<file path="config.mk">
export PLATFORM = sky130hd
export DESIGN_NAME = uart_tx_fifo
export DESIGN_NICKNAME = d
export VERILOG_FILES = /design/src/rtl/uart_tx_fifo.sv
export SDC_FILE = /design/constraint.sdc
export NUM_CORES = 1
export LEC_CHECK = 0
export ABC_AREA = 0
export CORE_AREA = 2 2 114 160
export CTS_CLUSTER_SIZE = 16
export DETAILED_ROUTE_END_ITERATION = 16
export DIE_AREA = 0 0 116 162
export DONT_BUFFER_PORTS = 1
export MAX_ROUTING_LAYER = met4
export PLACE_DENSITY_LB_ADDON = 0.12
export SKIP_LAST_GASP = 1
export SLEW_MARGIN = 25
export SYNTH_ARGS = -nofsm -noshare
export SYNTH_HDL_FRONTEND = slang
export SYNTH_SLANG_ARGS = --single-unit
</file>
<file path="constraint.sdc">
create_clock -name clk -period 6.2 [get_ports clk]
set_clock_uncertainty 0.2 [all_clocks]
set_input_delay 0.31 -clock clk [delete_from_list [all_inputs] [get_ports clk]]
set_output_delay 0.31 -clock clk [all_outputs]
set_load 0.01 [all_outputs]
</file>
<file path="src/rtl/uart_tx_fifo.sv">
// -----------------------------------------------------------------------------
// uart_tx_fifo
//   Byte FIFO and dispatcher in front of a UART transmitter. The producer pushes
//   bytes at full clock rate. A small FSM pops one byte at a time, presents it
//   on tx_data with a one-cycle tx_start pulse, and then waits for the frame to
//   finish before it pops the next byte.
//
// Ports
//   clk       system clock, rising edge
//   reset     synchronous, active-high reset
//   wr_en     push request, sampled every edge
//   wr_data   byte to push
//   full      occupancy == DEPTH
//   empty     occupancy == 0
//   count     occupancy, 0..DEPTH
//   overflow  one-cycle pulse when a push is refused because the FIFO is full
//   tx_busy   transmitter busy flag
//   tx_start  one-cycle start pulse to the transmitter
//   tx_data   byte for the transmitter, held until the next pop
// -----------------------------------------------------------------------------
module uart_tx_fifo #(
  parameter int DEPTH        = 16,
  parameter int ADDR_W       = 4,
  parameter int BUSY_TIMEOUT = 4
) (
  input  logic              clk,
  input  logic              reset,
  input  logic              wr_en,
  input  logic [7:0]        wr_data,
  output logic              full,
  output logic              empty,
  output logic [ADDR_W:0]   count,
  output logic              overflow,
  input  logic              tx_busy,
  output logic              tx_start,
  output logic [7:0]        tx_data
);

  localparam int              TO_W       = $clog2(BUSY_TIMEOUT + 1);
  localparam logic [TO_W-1:0] TO_LAST    = TO_W'(BUSY_TIMEOUT);
  localparam logic [ADDR_W:0] COUNT_FULL = (ADDR_W + 1)'(DEPTH);

  typedef enum logic [1:0] {
    IDLE,       // ready to pop when data is waiting and the transmitter is free
    WAIT_BUSY,  // start issued, waiting for the transmitter to acknowledge
    WAIT_DONE   // transmitter is sending, waiting for tx_busy to fall
  } state_t;

  state_t            state, state_nx;
  logic [TO_W-1:0]   to_cnt, to_cnt_nx;
  logic [ADDR_W-1:0] wr_ptr, rd_ptr;
  logic [ADDR_W:0]   count_nx;
  logic [7:0]        mem [DEPTH];
  logic              push, pop;

  // Flags are decoded from the registered count, so all three always agree.
  assign full  = (count == COUNT_FULL);
  assign empty = (count == '0);

  // A push is judged against the occupancy before the edge; a pop in the same
  // cycle does not make room for it.
  assign push = wr_en && !full;

  // NOTE: every output of a combinational block gets a default first, so no
  // path through the case statement leaves a signal unassigned (no latches).
  always_comb begin
    state_nx  = state;
    to_cnt_nx = to_cnt;
    pop       = 1'b0;
    unique case (state)
      IDLE: begin
        if (!empty && !tx_busy) begin
          pop       = 1'b1;
          state_nx  = WAIT_BUSY;
          to_cnt_nx = '0;
        end
      end
      WAIT_BUSY: begin
        if (tx_busy) begin
          state_nx = WAIT_DONE;
        end else begin
          // A transmitter that never answers must not stall the queue; the
          // byte is considered sent and is not re-queued.
          to_cnt_nx = to_cnt + TO_W'(1);
          if (to_cnt_nx == TO_LAST) state_nx = IDLE;
        end
      end
      WAIT_DONE: begin
        if (!tx_busy) state_nx = IDLE;
      end
      default: state_nx = IDLE;
    endcase
  end

  always_comb begin
    count_nx = count;
    unique case ({push, pop})
      2'b10:   count_nx = count + (ADDR_W + 1)'(1);
      2'b01:   count_nx = count - (ADDR_W + 1)'(1);
      default: count_nx = count;
    endcase
  end

  // NOTE: the storage array has no reset; its contents are meaningless until
  // written, and the pointers alone define what is valid.
  always_ff @(posedge clk) begin
    if (push) mem[wr_ptr] <= wr_data;
  end

  // NOTE: sequential state uses non-blocking assignments only, so every
  // register samples the pre-edge values regardless of statement order.
  always_ff @(posedge clk) begin
    if (reset) begin
      state    <= IDLE;
      to_cnt   <= '0;
      wr_ptr   <= '0;
      rd_ptr   <= '0;
      count    <= '0;
      overflow <= 1'b0;
      tx_start <= 1'b0;
      tx_data  <= 8'h00;
    end else begin
      state    <= state_nx;
      to_cnt   <= to_cnt_nx;
      count    <= count_nx;
      overflow <= wr_en && full;
      tx_start <= pop;
      // DEPTH is a power of two, so the pointers wrap by plain overflow.
      if (push) wr_ptr <= wr_ptr + ADDR_W'(1);
      if (pop) begin
        rd_ptr  <= rd_ptr + ADDR_W'(1);
        tx_data <= mem[rd_ptr];
      end
    end
  end

endmodule

</file>
==> flow_metrics.env, run 1 <==
export IMPL_io_buffers=0
export IMPL_cts_buffers=17
export IMPL_synth_ff_type="edfxtp_1"
export IMPL_path_max_fanout=15
export IMPL_cts_buffer_depth=2
export IMPL_setup_viol=0
export IMPL_hold_violations=0
export IMPL_drt_wl_total_microns=13660
export IMPL_drtIter0Drc=205
export IMPL_finalCritPeriodShare_pct=56.27
export IMPL_antenna_cells=0
export IMPL_antenna_left=0
export IMPL_syn_area_sq_um=6279
export IMPL_cellPowerDensity_nw_per_um2=383.3
export IMPL_start_util_pct=36.38
export IMPL_dieWidth_microns=116
export IMPL_clk_pin_slew_worst_paths_ns=0.06
export IMPL_gp_congestion=0.8243
export IMPL_r2r_cells=9
export IMPL_post_place_ws_ns=2.697
export IMPL_synth_area_per_cell_sq_um=15.78
export IMPL_maxCapViolations=0
export IMPL_ys_ff_latch=156
export IMPL_cts_resized=0
export IMPL_max_freq_mhz=286.7
export IMPL_hold_buffers=11
export IMPL_final_core_util_pct=41.50
export IMPL_dr_pass1_iters=4
export IMPL_required_ns=6.30
export IMPL_r2r_slack_ns=2.71
export IMPL_die_area_sq_um=18790
export IMPL_antenna_found_initial=0
export IMPL_async_reset_ff_share_pct=0
export IMPL_maxSlewViolCount=0
export IMPL_syn_num_nets=422
export IMPL_htreeDepth=4
export IMPL_synth_top_cell_area_share_pct=61.22
export IMPL_track_usage_pct=15.61
export IMPL_hold_class="primary input to flip-flop"
export IMPL_period_minus_slack_ns=3.489
export IMPL_vias=3315
export IMPL_max_slew_margin_pct=43.19
export IMPL_clock_latency_ns=0.41
export IMPL_setup_ws_ns=2.711
export IMPL_synth_cells=398
export IMPL_grt_pass1_wl_microns=20270
export IMPL_grt_max_degree=39
export IMPL_die_h_microns=162
export IMPL_root_buffer="clkbuf_16"
export IMPL_synthToLayoutAreaGrowth_pct=14.09
export IMPL_arrival_ns=3.59
export IMPL_p_leak_nw=2.244
export IMPL_r2r_start="count[0]"
export IMPL_io_pins=29
export IMPL_r2r_end="count[4]"
export IMPL_grt_pass1_vias=3350
export IMPL_numClockSinks=156
export IMPL_wl_per_cell_microns=20.69
export IMPL_ir_worst_vdd_mv=0.1764
export IMPL_crit_type="flip-flop to flip-flop"
export IMPL_coreArea_sq_um=17260
export IMPL_drive_above_1_share_pct=13.44
export IMPL_cts_tree="built"
export IMPL_startpoint="count[0]"
export IMPL_ys_top_cells_by_count="128 x edfxtp_1, 43 x mux2i_1, 37 x nor2_1"
export IMPL_fp_row_count=57
export IMPL_globalRouteOverflowTotal=0
export IMPL_endpoint="count[4]"
export IMPL_hpwl_microns=9059
export IMPL_yosys_warnings=0
export IMPL_synth_edf_count=128
export IMPL_nets=435
export IMPL_crit_path_start_kind="flip-flop"
export IMPL_cp_end_kind="flip-flop"
export IMPL_worst_slew_pin_slew_ns=0.8490
export IMPL_tns_ns=0
export IMPL_post_cts_setup_buffers=0
export IMPL_status="finished, final reports clean"
export IMPL_ys_seq_area_share_pct=70.15
export IMPL_grt_setup_unrepaired="no"
export IMPL_post_synth_top_count_cell="edfxtp_1"
export IMPL_yosys_area_top_type="edfxtp_1"
export IMPL_drc=0
export IMPL_synth_area_top_cells="edfxtp_1 61%, dfxtp_1 8.9%, mux2i_1 6.9%"
export IMPL_avgViaCountPerCell=5.023
export IMPL_ys_types=44
## per-stage QoR
step	cell area, sq um	instances	total power [mW]	hold slack (ns)
2_1_floorplan	6279	398	1.677	0.1887
3_3_place_gp	6507	617	1.785	0.1789
3_5_place_dp	6507	617	1.790	0.1801
4_1_cts	7168	660	2.788	0.02227
5_1_grt	7163	660	2.878	0.04906
6_report	7163	660	2.746	0.03794
## logic make-up after synthesis
logic type                 share of synthesized area (%)
DFF                                                70.15
xor gates and xnor gates                           1.534
adders and majority gates                          2.511
and+or+nand+nor                                    6.078
buffers and inverters                              2.152
AOI/OAI and AO/OA                                  6.238
muxes                                              11.34
## how the worst min path moves through the flow
stage                     cells after the start  slack [ns]         end    start
final                                         3        0.04    tx_start  tx_busy
after global routing                          3        0.05    tx_start  tx_busy
after CTS                                     3        0.02    tx_start  tx_busy
after detailed placement                      1        0.18  tx_data[7]    reset
after global placement                        1        0.18  tx_data[7]    reset
after floorplan                               1        0.19    state[0]  tx_busy
## report_power, final
| group | internal, mW | switching (mW) |
|---|---|---|
| clock | 0.553 | 0.420 |
| sequential | 1.21 | 0.0844 |
| combinational | 0.189 | 0.292 |
| total | 1.95 | 0.796 |
## worst max-delay path, cell delays in order, from the launching register on
cell and delay (ns):
dfxtp_1 0.41, or4_4 0.64, o21ai_4 0.34, inv_4 0.15, ha_1 0.30, fa_1 0.43
a21o_1 0.19, a21oi_1 0.16, mux2i_1 0.21, mux2_2 0.34
## layer usage
metal	up-vias	routed length (microns)	global-route usage [%]
li1	1561	-	-
met1	1696	5834	18.91
met2	49	7274	26.34
met3	9	398	3.396
met4	0	148	4.221
met5	-	0	-
## flip-flops by register name, indices dropped and copies added (netlist names)
signal,count
tx_data,8
mem,128
count,5
rd_ptr,4
to_cnt,3
overflow,1
tx_start,1
wr_ptr,4
state,2
## area by class of cell
| cell class | count | area (sq um) |
|---|---|---|
| repair buffers | 16 | 142.6 |
| inverters | 6 | 25.02 |
| clock inverters | 13 | 117.6 |
| flip-flops and latches | 156 | 4405 |
| well taps | 236 | 295.3 |
| multi-input cells | 214 | 1744 |
| clock buffers | 19 | 432.9 |
| fillers | 1585 | 10100 |
## cells in the final DEF (no fill, tap or decap), types with 2 or more instances in the layout
cell type | Yosys | final
clkbuf_16 | 0 | 17
mux4_2 | 12 | 12
a22oi_1 | 4 | 4
nand2b_1 | 3 | 3
inv_6 | 0 | 3
dfxtp_1 | 28 | 27
a211oi_1 | 8 | 8
ha_1 | 11 | 11
nand3_1 | 3 | 3
nor2b_1 | 3 | 3
and3_1 | 2 | 2
inv_1 | 5 | 5
mux2i_1 | 43 | 43
nor3_1 | 9 | 8
nor2_1 | 37 | 37
dlygate4sd3_1 | 0 | 10
o22ai_1 | 20 | 20
nand2_1 | 11 | 11
nor4_1 | 2 | 2
xor2_1 | 6 | 6
buf_4 | 1 | 5
a2111oi_0 | 4 | 4
clkinvlp_4 | 0 | 7
nand3b_1 | 3 | 3
clkbuf_1 | 8 | 2
xnor2_1 | 5 | 5
nor3b_1 | 2 | 2
or3b_2 | 2 | 2
edfxtp_1 | 128 | 128
o211ai_1 | 4 | 4
a21oi_1 | 7 | 7
Note: power is estimated with default switching activity, not from simulation.
==> run 2: changes to the inputs <==
==> constraint.sdc (replaced) <==
create_clock -name clk -period 3.59 [get_ports clk]
set_clock_uncertainty 0.2 [all_clocks]
set_input_delay 0.1795 -clock clk [delete_from_list [all_inputs] [get_ports clk]]
set_output_delay 0.1795 -clock clk [all_outputs]
set_load 0.01 [all_outputs]
==> flow_metrics.env, run 2 (synthesized netlist as in run 1, its figures left out) <==
export IMPL_drtIter0Drc=189
export IMPL_hpwl_microns=9115
export IMPL_finalCritPeriodShare_pct=93.35
export IMPL_clk_pin_slew_worst_paths_ns=0.06
export IMPL_arrival_ns=3.45
export IMPL_synthToLayoutAreaGrowth_pct=16.34
export IMPL_io_pins=29
export IMPL_cts_buffers=17
export IMPL_worst_path_max_delay_cell="or4_4"
export IMPL_globalRouteOverflowTotal=0
export IMPL_dr_pass1_iters=4
export IMPL_required_ns=3.69
export IMPL_crit_chain="or4_4 > o21ai_4 > inv_4 > ha_1 > fa_1 > a21o_1 > a21oi_1 > mux2i_1 > mux2_2"
export IMPL_die_area_sq_um=18790
export IMPL_crit_path_start_kind="flip-flop"
export IMPL_tns_ns=0
export IMPL_place_inst=626
export IMPL_wl_per_cell_microns=20.42
export IMPL_path_depth=9
export IMPL_worst_slew_pin_slew_ns=0.8456
export IMPL_avgViaCountPerCell=5.028
export IMPL_dieWidth_microns=116
export IMPL_cts_buffer_depth=2
export IMPL_status="finished, final reports clean"
export IMPL_hold_class="primary input to flip-flop"
export IMPL_largest_register_ffs=128
export IMPL_critical_path_max_stage_delay_ns=0.65
export IMPL_r2r_start="count[0]"
export IMPL_root_buffer="clkbuf_16"
export IMPL_period_minus_slack_ns=3.351
export IMPL_antenna_found_initial=0
export IMPL_r2r_end="count[4]"
export IMPL_drc=0
export IMPL_ir_worst_vdd_mv=0.3257
export IMPL_coreArea_sq_um=17260
export IMPL_drt_wl_total_microns=13720
export IMPL_antenna_left=0
export IMPL_fin_cells=672
export IMPL_cp_end_kind="flip-flop"
export IMPL_crit_type="flip-flop to flip-flop"
export IMPL_numClockSinks=156
export IMPL_path_max_fanout=15
export IMPL_cts_tree="built"
export IMPL_maxSlewViolCount=0
export IMPL_endpoint="count[4]"
export IMPL_r2r_slack_ns=0.24
export IMPL_largest_register="mem"
export IMPL_nets=447
export IMPL_hold_violations=0
export IMPL_reg_top3="mem x128, tx_data x8, count x5"
export IMPL_cellPowerDensity_nw_per_um2=661.2
export IMPL_post_cts_setup_buffers=0
export IMPL_p_total_mw=4.829
export IMPL_fp_row_count=57
export IMPL_grt_setup_unrepaired="no"
export IMPL_drive_above_1_share_pct=15.37
export IMPL_grt_max_degree=48
export IMPL_maxCapViolations=0
export IMPL_clock_latency_ns=0.42
export IMPL_critPathBufInv=1
export IMPL_startpoint="count[0]"
export IMPL_htreeDepth=4
export IMPL_antenna_cells=0
export IMPL_die_h_microns=162
export IMPL_critical_path_top_delay_family="adder cells"
export IMPL_mostFrequentLayoutCell="edfxtp_1"
export IMPL_vias=3379
export IMPL_gp_congestion=0.7458
export IMPL_grt_pass1_vias=3500
export IMPL_io_buffers=0
export IMPL_track_usage_pct=16.29
export IMPL_max_freq_mhz=298.4
export IMPL_grt_pass1_wl_microns=21090
export IMPL_p_leak_nw=2.344
export IMPL_max_slew_margin_pct=43.42
export IMPL_r2r_cells=9
export IMPL_final_cell_mix="128 x edfxtp_1, 43 x mux2i_1, 37 x nor2_1, 27 x dfxtp_1, 20 x o22ai_1"
export IMPL_setup_viol=0
export IMPL_start_util_pct=36.38
[run 2: routing by layer]
metal | vias to the layer above | routed length [microns] | global-route usage (%)
met1 | 1714 | 5868 | 19.41
met2 | 57 | 7082 | 26.34
met3 | 17 | 443 | 3.918
met4 | 0 | 329 | 6.926
met5 | - | 0 | -
li1 | 1591 | - | -
[run 2: area by class of cell]
type	count	area [sq um]
fillers	1615	9955
flip-flops and latches	156	4405
multi-input cells	214	1739
clock buffers	17	425.4
well taps	236	295.3
repair buffers	28	267.8
clock inverters	15	146.4
inverters	6	25.02
[run 2: power by group]
group	internal (mW)	switching, mW
combinational	0.352	0.498
clock	1.02	0.709
sequential	2.09	0.165
total	3.46	1.37
[run 2: worst min path at each step]
stage / startpoint / to / slack [ns] / depth (start not counted)
after detailed placement: reset / tx_data[7] / 0.05 / 1
final: tx_busy / state[0] / 0.28 / 2
after global placement: reset / tx_data[7] / 0.05 / 1
after CTS: tx_busy / state[0] / 0.26 / 2
after global routing: tx_busy / state[0] / 0.29 / 2
after floorplan: tx_busy / state[0] / 0.06 / 1
[run 2: timing repair]
item                      4_1_cts  5_1_grt
hold endpoints to repair      156        0
gates resized for setup         0        0
hold buffers                   14        0
[run 2: per-stage QoR]
stage / setup slack, ns / instance area, sq um / hold WS (ns) / utilization [%]
after floorplan: 0.2325 / 6279 / 0.05816 / -
after global placement: 0.2997 / 6583 / 0.04921 / 38.14
after detailed placement: 0.2160 / 6583 / 0.05031 / 38.14
after CTS: 0.2130 / 7305 / 0.2599 / 42.32
after global routing: 0.08796 / 7305 / 0.2855 / 42.32
final: 0.2388 / 7305 / 0.2792 / 42.32
